==> src/rtl/alu_if.sv <==
// Operand/result bundle between the execute-stage control and the ALU.
// The master drives operands and the operation select; the ALU drives the result.
interface alu_if;
    logic [31:0] A;
    logic [31:0] B;
    logic [2:0]  ALUOp;
    logic [31:0] C;

    modport master (
        output A,
        output B,
        output ALUOp,
        input  C
    );

    modport slave (
        input  A,
        input  B,
        input  ALUOp,
        output C
    );
endinterface

==> src/rtl/alu.sv <==
// Execute-stage 32-bit ALU: combinational result selection feeding one result register.
// The result appears on C one rising clock edge after the operands are sampled.
module alu (
    input  logic  clk,
    input  logic  reset,
    alu_if.slave  bus
);

    typedef enum logic [2:0] {
        OP_ADD  = 3'b000,
        OP_SUB  = 3'b001,
        OP_AND  = 3'b010,
        OP_OR   = 3'b011,
        OP_SRL  = 3'b100,
        OP_SRA  = 3'b101,
        OP_SLT  = 3'b110,
        OP_SLTU = 3'b111
    } aluOp_t;

    aluOp_t      w_op;
    logic [4:0]  w_shamt;
    logic [31:0] w_result;
    logic [31:0] r_result;

    assign w_op    = aluOp_t'(bus.ALUOp);
    // Only the low five bits of B select a shift distance; the rest is ignored.
    assign w_shamt = bus.B[4:0];

    always_comb begin
        w_result = 32'h0000_0000;
        unique case (w_op)
            OP_ADD:  w_result = bus.A + bus.B;
            OP_SUB:  w_result = bus.A - bus.B;
            OP_AND:  w_result = bus.A & bus.B;
            OP_OR:   w_result = bus.A | bus.B;
            OP_SRL:  w_result = bus.A >> w_shamt;
            OP_SRA:  w_result = $unsigned($signed(bus.A) >>> w_shamt);
            OP_SLT:  w_result = {31'd0, ($signed(bus.A) < $signed(bus.B))};
            OP_SLTU: w_result = {31'd0, (bus.A < bus.B)};
            default: w_result = 32'h0000_0000;
        endcase
    end

    always_ff @(posedge clk or posedge reset) begin
        if (reset) begin
            r_result <= 32'h0000_0000;
        end else begin
            r_result <= w_result;
        end
    end

    assign bus.C = r_result;

endmodule

==> src/flat_wrapper.sv <==
// flat-port wrapper written by rule: the top's interface ports become plain ports
module alu_flat 
  (clk, reset, bus_A, bus_B, bus_ALUOp, bus_C);
  alu_if bus_i ();
  input  logic clk;
  input  logic reset;
  input wire logic [$bits(bus_i.A)-1:0] bus_A;
  input wire logic [$bits(bus_i.B)-1:0] bus_B;
  input wire logic [$bits(bus_i.ALUOp)-1:0] bus_ALUOp;
  output wire logic [$bits(bus_i.C)-1:0] bus_C;
  assign bus_i.A = bus_A;
  assign bus_i.B = bus_B;
  assign bus_i.ALUOp = bus_ALUOp;
  assign bus_C = bus_i.C;
  alu u_core (.clk(clk), .reset(reset), .bus(bus_i));
endmodule
==> config.mk <==
export PLATFORM = sky130hd
export DESIGN_NAME = alu_flat
export DESIGN_NICKNAME = d
export VERILOG_FILES = /design/src/rtl/alu_if.sv /design/src/rtl/alu.sv /design/src/flat_wrapper.sv
export SDC_FILE = /design/constraint.sdc
export NUM_CORES = 1
export LEC_CHECK = 0
export ABC_AREA = 1
export CAP_MARGIN = 0
export CORE_ASPECT_RATIO = 0.8
export CORE_MARGIN = 2
export CORE_UTILIZATION = 59
export DETAILED_ROUTE_END_ITERATION = 10
export HOLD_SLACK_MARGIN = 0.02
export PLACE_DENSITY_LB_ADDON = 0.15
export SLEW_MARGIN = 20
export SYNTH_ARGS = -nofsm -noshare
export SYNTH_HDL_FRONTEND = slang
export SYNTH_SLANG_ARGS = --single-unit
==> constraint.sdc <==
create_clock -name clk -period 0.95 [get_ports clk]
set_input_delay 0.19 -clock clk [delete_from_list [all_inputs] [get_ports clk]]
set_output_delay 0.19 -clock clk [all_outputs]
set_load 0.005 [all_outputs]
==> impl_metrics.csv, run 1 <==
group,metric,value,unit
status,status,"aborted with a tool error",
status,haltStage,"4_1_cts",
status,error,"[ERROR DPL-0038] Utilization greater than 100%, impossible to legalize",
synth,syn_avg_cell_area,5.32,sq um
synth,postSynthRegisterBits,32,
cts,cts_buffer_depth,2,
placement,placed_cells,2210,
cts,cts_buffers,5,
cts,root_buffer,"clkbuf_16",
synth,syn_inst,1650,
floorplanning,io_pins,101,
cts,htree_levels,2,
synth,syn_nets,1817,
cts,cts_sinks,32,
synth,ys.flop_type,"dfrtp_1",
cts,holdBufCountCts,0,
floorplanning,dieWidth,140,um
floorplanning,start_util,60.9,%
synth,seq_area_frac_synth,9.13,%
cts,post_cts_resized,1095,
placement,gp_routability_congestion,1.21,
synth,synth_edf_count,0,
floorplanning,die_y,113,um
cts,postCtsSetupRepairBufs,92,
synth,synth_warnings,0,
synth,ys_types,41,
synth,synth-async-reset-ratio,100,%
placement,io_buffers,100,
synth,syn_area,8770,sq um
floorplanning,rows,39,
placement,dpl.hpwl,36.6,mm
[Yosys cell counts, drive strengths merged, types with 3 or more instances]
master	n	share of area, %
a211oi	3	0.26
a21oi	108	6.3
a31oi	4	0.29
buf	42	2.6
clkbuf	19	0.87
dfrtp	32	9.1
ha	96	14
inv	247	11
nand2	530	23
nand3	211	12
nand4	27	1.9
nor2	161	7.2
nor3	22	1.4
o211ai	16	1.4
o21ai	83	4.7
o21bai	15	1.3
o221ai	5	0.50
o22ai	7	0.50
xor2	6	0.60
[logic make-up after synthesis]
| logic type | after synthesis | synth area share [%] |
|---|---|---|
| AOI/OAI and AO/OA | 247 | 15.8 |
| buffers and inverters | 310 | 14.1 |
| and+or+nand+nor | 957 | 46.1 |
| adders and majority gates | 98 | 14.2 |
| DFF | 32 | 9.13 |
| xor gates and xnor gates | 6 | 0.599 |
[stage by stage]
step	hold WS [ns]	setup WS, ns	instance area (sq um)
floorplan	0.306	-0.886	9040
global placement	0.616	-1.65	12500
detailed placement	0.611	-1.78	12500
==> run 2, diff against run 1 <==
--- a/config.mk
+++ b/config.mk
@@ -7,11 +7,9 @@
 export LEC_CHECK = 0
 export ABC_AREA = 1
 export CAP_MARGIN = 0
-export CORE_ASPECT_RATIO = 0.8
 export CORE_MARGIN = 2
-export CORE_UTILIZATION = 59
+export CORE_UTILIZATION = 40
 export DETAILED_ROUTE_END_ITERATION = 10
-export HOLD_SLACK_MARGIN = 0.02
 export PLACE_DENSITY_LB_ADDON = 0.15
 export SLEW_MARGIN = 20
 export SYNTH_ARGS = -nofsm -noshare
==> run 2 against run 1 <==
Net effect:
- the flow now finishes, with violations (negative setup slack)
- synthesized area did not move
- synthesized cell count did not move
==> impl_metrics.csv, run 2 <==
group,metric,value,unit
cells_and_area,layout-drive-gt1-share,58.2,%
pwr,power.leakage,0.00866,uW
sta,fin_crit,1.74,ns
synth,ys_types,41,
sta,slew_violations,0,
synth,yosys-top-cells-area,"nand2_1 23%, ha_1 14%, nand3_1 12%",
synth,synth_edf_count,0,
worst_setup_path,cp-startpoint,"bus_A[0]",
synth,syn_area,8770,sq um
sta,worst_slack,-0.790,ns
placement,pre_cts_ws,-1.80,ns
routing,drt_iter0_markers,1716,
cts,clk_pin_slew,0.07,ns
floorplanning,dieWidth,152,um
global_routing,grt_first_pass_wirelength,77.1,mm
cells_and_area,regArea,801,sq um
routing,drc_errors,0,
synth,yosysMostFrequentCell,"nand2_1",
worst_setup_path,crit_type,"in2reg",
worst_setup_path,crit_path_max_incr_delay,0.37,ns
floorplanning,die_y,152,um
cts,cts_buffer_depth,2,
placement,io_buffers,100,
worst_setup_path,path_depth,15,
placement,dpl.hpwl,38.9,mm
global_routing,grt_pass1_vias,13700,
worst_hold_path,hold_path_class,"in2async",
worst_setup_path,worstPathRequired,1.11,ns
pwr,power,14000,uW
synth,syn_inst,1650,
routing,vias,14600,
synth,synth-async-reset-ratio,100,%
synth,synth_common_cells,"529 x nand2_1, 240 x inv_1, 207 x nand3_1",
synth,yosysTopAreaCell,"nand2_1",
sta,fmax,575,MHz
global_routing,grt_max_degree,29,
global_routing,gr-usage-all-layers,43.0,%
cells_and_area,num_antenna_cells,0,
sta,setup_tns,-23.17,ns
sta,hold_viol_final,0,
worst_setup_path,worstPathCellList,"buf_8, inv_4, ha_4, fa_2, inv_2, nand2_4, nand2_4, nand2_4, o21ai_4, buf_4, nand2_2, nand3_2, nand2_2, a21oi_2, nand3_1",
cells_and_area,multi_input_area,10000,sq um
placement,dpl_cell_area,12900,sq um
cells_and_area,finalInstanceArea,17300,sq um
floorplanning,die_area,23100,sq um
routing,avgViaCountPerCell,5.92,
sta,fin_crit_sh,183,%
pwr,power_density,814,nW/um^2
cells_and_area,fin_util,79.6,%
synth,seq_area_frac_synth,9.13,%
synth,ys.flop_type,"dfrtp_1",
worst_setup_path,crit_slowest_cell,"fa_2",
status,violations,"negative setup slack",
pwr,ir_drop,0.677,mV
cts,cts_buffers,5,
synth,synth_warnings,0,
floorplanning,core-area,21700,sq um
floorplanning,start_util,40.4,%
placement,gp_routability_congestion,1.07,
cts,htree_levels,2,
status,status,"finished with violations",
cts,cts_sinks,32,
cells_and_area,largest_reg_flops,32,
cells_and_area,num-fill-cells,1506,
global_routing,antenna_found_initial,2,
worst_setup_path,crit_path_start_kind,"primary input",
cts,cts_tree,"yes",
cells_and_area,area_delta_synth_final,96.7,%
cells_and_area,final_nets,2342,
sta,rsz0062_at_grt,"yes",
routing,drt.antenna.violating_nets,0,
worst_setup_path,crit_buf_inv,4,
sta,tightest_slew,0.432,ns
sta,setup_viol,63,
synth,yosys.area.top_type_share,22.6,%
cells_and_area,layout_common_cells,"393 x buf_4, 315 x nand2_1, 151 x nand2_2, 138 x nand3_1, 125 x inv_1",
routing,wl_per_cell,22.7,um
worst_setup_path,crit_top_cell,"nand2_4",
synth,syn_avg_cell_area,5.32,sq um
floorplanning,io_pins,101,
worst_setup_path,cp.arrival,1.90,ns
floorplanning,rows,54,
cts,root_buffer,"clkbuf_16",
routing,drt_wl_total,55.7,mm
synth,postSynthRegisterBits,32,
sta,slew_headroom,71.0,%
worst_setup_path,path_max_fanout,4,
global_routing,grt_overflow,0,
synth,syn_nets,1817,
flow_run,max-cap-violations,0,
worst_setup_path,critPathTopFamily,"adder cells",
cells_and_area,final_common_cell,"buf_4",
worst_setup_path,endpoint_kind,"register",
routing,drt_first_pass_iters,6,
## run 2: cell counts after synthesis
Identical to the previous run, type by type.
## run 2: cell type report
class	count	share of cell area, %
Multi-Input combinational cell	1308	58.1
Timing Repair Buffer	578	28.2
Inverter	249	6.09
Sequential cell	32	4.64
Tap cell	280	2.03
Clock buffer	6	0.805
Timing Repair inverter	1	0.0653
Clock inverter	2	0.0580
## run 2: worst paths after layout
kind,to,slack (ns)
worst max-delay path,u_core.bus.C[6]$_DFF_PP0_,-0.79
worst min-delay path,u_core.bus.C[7]$_DFF_PP0_,0.27
max in group asynchronous,u_core.bus.C[26]$_DFF_PP0_,0.51
min in group clk,u_core.bus.C[22]$_DFF_PP0_,0.49
## run 2: kinds of logic (layout without fill, tap and decap cells)
logic type	count (synthesis)	count (layout)	synth area share (%)
XOR/XNOR	6	6	0.599
AO/OA/AOI/OAI	247	247	15.8
AND/OR/NAND/NOR	957	957	46.1
flip-flops	32	32	9.13
adder cells (fa/ha/maj)	98	98	14.2
buffers and inverters	310	836	14.1
## run 2: per-layer routing
layer | vias to the layer above | GRT usage [%] | wire (um)
met5 | - | 0 | 25
met4 | 4 | 24.3 | 4080
met3 | 312 | 6.73 | 6240
met2 | 1116 | 68.1 | 24600
met1 | 6742 | 55.6 | 20800
li1 | 6376 | - | -
## run 2: repair_timing
item                       4_1_cts  5_1_grt
setup endpoints to repair       64       64
hold buffers                     0        0
pin swaps                      276      195
gates resized for setup       1150      262
cloned                           5        2
buffers inserted                70       35
## run 2: metrics by stage
stage | cells | hold slack [ns]
2_1_floorplan | 1650 | 0.306
3_3_place_gp | 2344 | 0.594
3_5_place_dp | 2344 | 0.597
4_1_cts | 2425 | 0.291
5_1_grt | 2456 | 0.305
6_report | 2456 | 0.274
## run 2: where the power goes
part	internal (uW)	switching [uW]	total, uW
Clock	1040	775	1810
Combinational	4570	6030	10600
Sequential	1550	75.1	1630
Total	7170	6880	14000
No activity file was read; power rests on OpenSTA's default activity.
==> run 3, diff against run 2 <==
--- a/config.mk
+++ b/config.mk
@@ -8,7 +8,7 @@
 export ABC_AREA = 1
 export CAP_MARGIN = 0
 export CORE_MARGIN = 2
-export CORE_UTILIZATION = 40
+export CORE_UTILIZATION = 59
 export DETAILED_ROUTE_END_ITERATION = 10
 export PLACE_DENSITY_LB_ADDON = 0.15
 export SLEW_MARGIN = 20
==> constraint.sdc (replaced) <==
create_clock -name clk -period 1.8 [get_ports clk]
set_input_delay 0.36 -clock clk [delete_from_list [all_inputs] [get_ports clk]]
set_output_delay 0.36 -clock clk [all_outputs]
set_load 0.005 [all_outputs]
==> run 3 against run 2 <==
Net effect:
- the flow now stops in 5_1_grt
- synthesized cell count unchanged
- synthesized area unchanged
==> impl_metrics.csv, run 3 <==
group,metric,value,unit
synth,yosys-top-cells-area,"nand2_1 23%, ha_1 14%, nand3_1 12%",
floorplanning,rows,44,
synth,yosys.area.top_type_share,22.6,%
synth,synth-async-reset-ratio,100,%
cts,cts_buffer_depth,2,
status,error,"[ERROR GRT-0116] Global routing finished with congestion. Check the congestion regions in the DRC Viewer.",
floorplanning,io_pins,101,
global_routing,grt_max_degree,34,
synth,syn_area,8770,sq um
status,haltStage,"5_1_grt",
global_routing,grt_pass1_vias,19500,
cts,cts_buffers,5,
floorplanning,die_y,126,um
placement,gp_routability_congestion,1.16,
global_routing,grt_overflow,397,
synth,synth_warnings,0,
synth,yosysTopAreaCell,"nand2_1",
synth,synth_common_cells,"529 x nand2_1, 240 x inv_1, 207 x nand3_1",
synth,seq_area_frac_synth,9.13,%
synth,syn_inst,1650,
synth,ys.flop_type,"dfrtp_1",
synth,synth_edf_count,0,
cts,htree_levels,2,
cts,cts_sinks,32,
floorplanning,dieWidth,126,um
synth,postSynthRegisterBits,32,
global_routing,grt_first_pass_wirelength,116,mm
cts,root_buffer,"clkbuf_16",
synth,syn_avg_cell_area,5.32,sq um
placement,io_buffers,100,
status,status,"aborted with a tool error",
synth,syn_nets,1817,
floorplanning,start_util,60.3,%
placement,dpl.hpwl,34.6,mm
global_routing,gr-usage-all-layers,91.1,%
synth,ys_types,41,
synth,yosysMostFrequentCell,"nand2_1",
-- run 3: cell counts after synthesis --
No cell type changed its count.
-- run 3: timing repair --
item / CTS
gates resized for setup: 613
endpoints found under the setup margin: 32
buffers inserted: 38
pin swaps: 148
hold buffers: 0
-- run 3: cell families after synthesis --
logic type	after synthesis	share of synthesized area, %
simple gates	957	46.1
buf+inv	310	14.1
compound gates	247	15.8
fa+ha+maj	98	14.2
flops	32	9.13
xor+xnor	6	0.599
-- run 3: metal layers --
layer | GRT usage (%) | overflow
met1 | 86.8 | 13
met2 | 106 | 257
met3 | 80.6 | 14
met4 | 95.0 | 109
met5 | 49.8 | 4
-- run 3: metrics by stage --
step / setup slack, ns / util (%) / instance area (sq um) / TNS, ns / std cells
4_1_cts: -0.0295 / 98.2 / 14300 / -0.153 / 2239
3_5_place_dp: -0.991 / 85.2 / 12400 / -26.74 / 2194
3_3_place_gp: -0.841 / 85.2 / 12400 / -24.28 / 2194
2_1_floorplan: -0.206 / - / 9040 / -3.37 / 1650
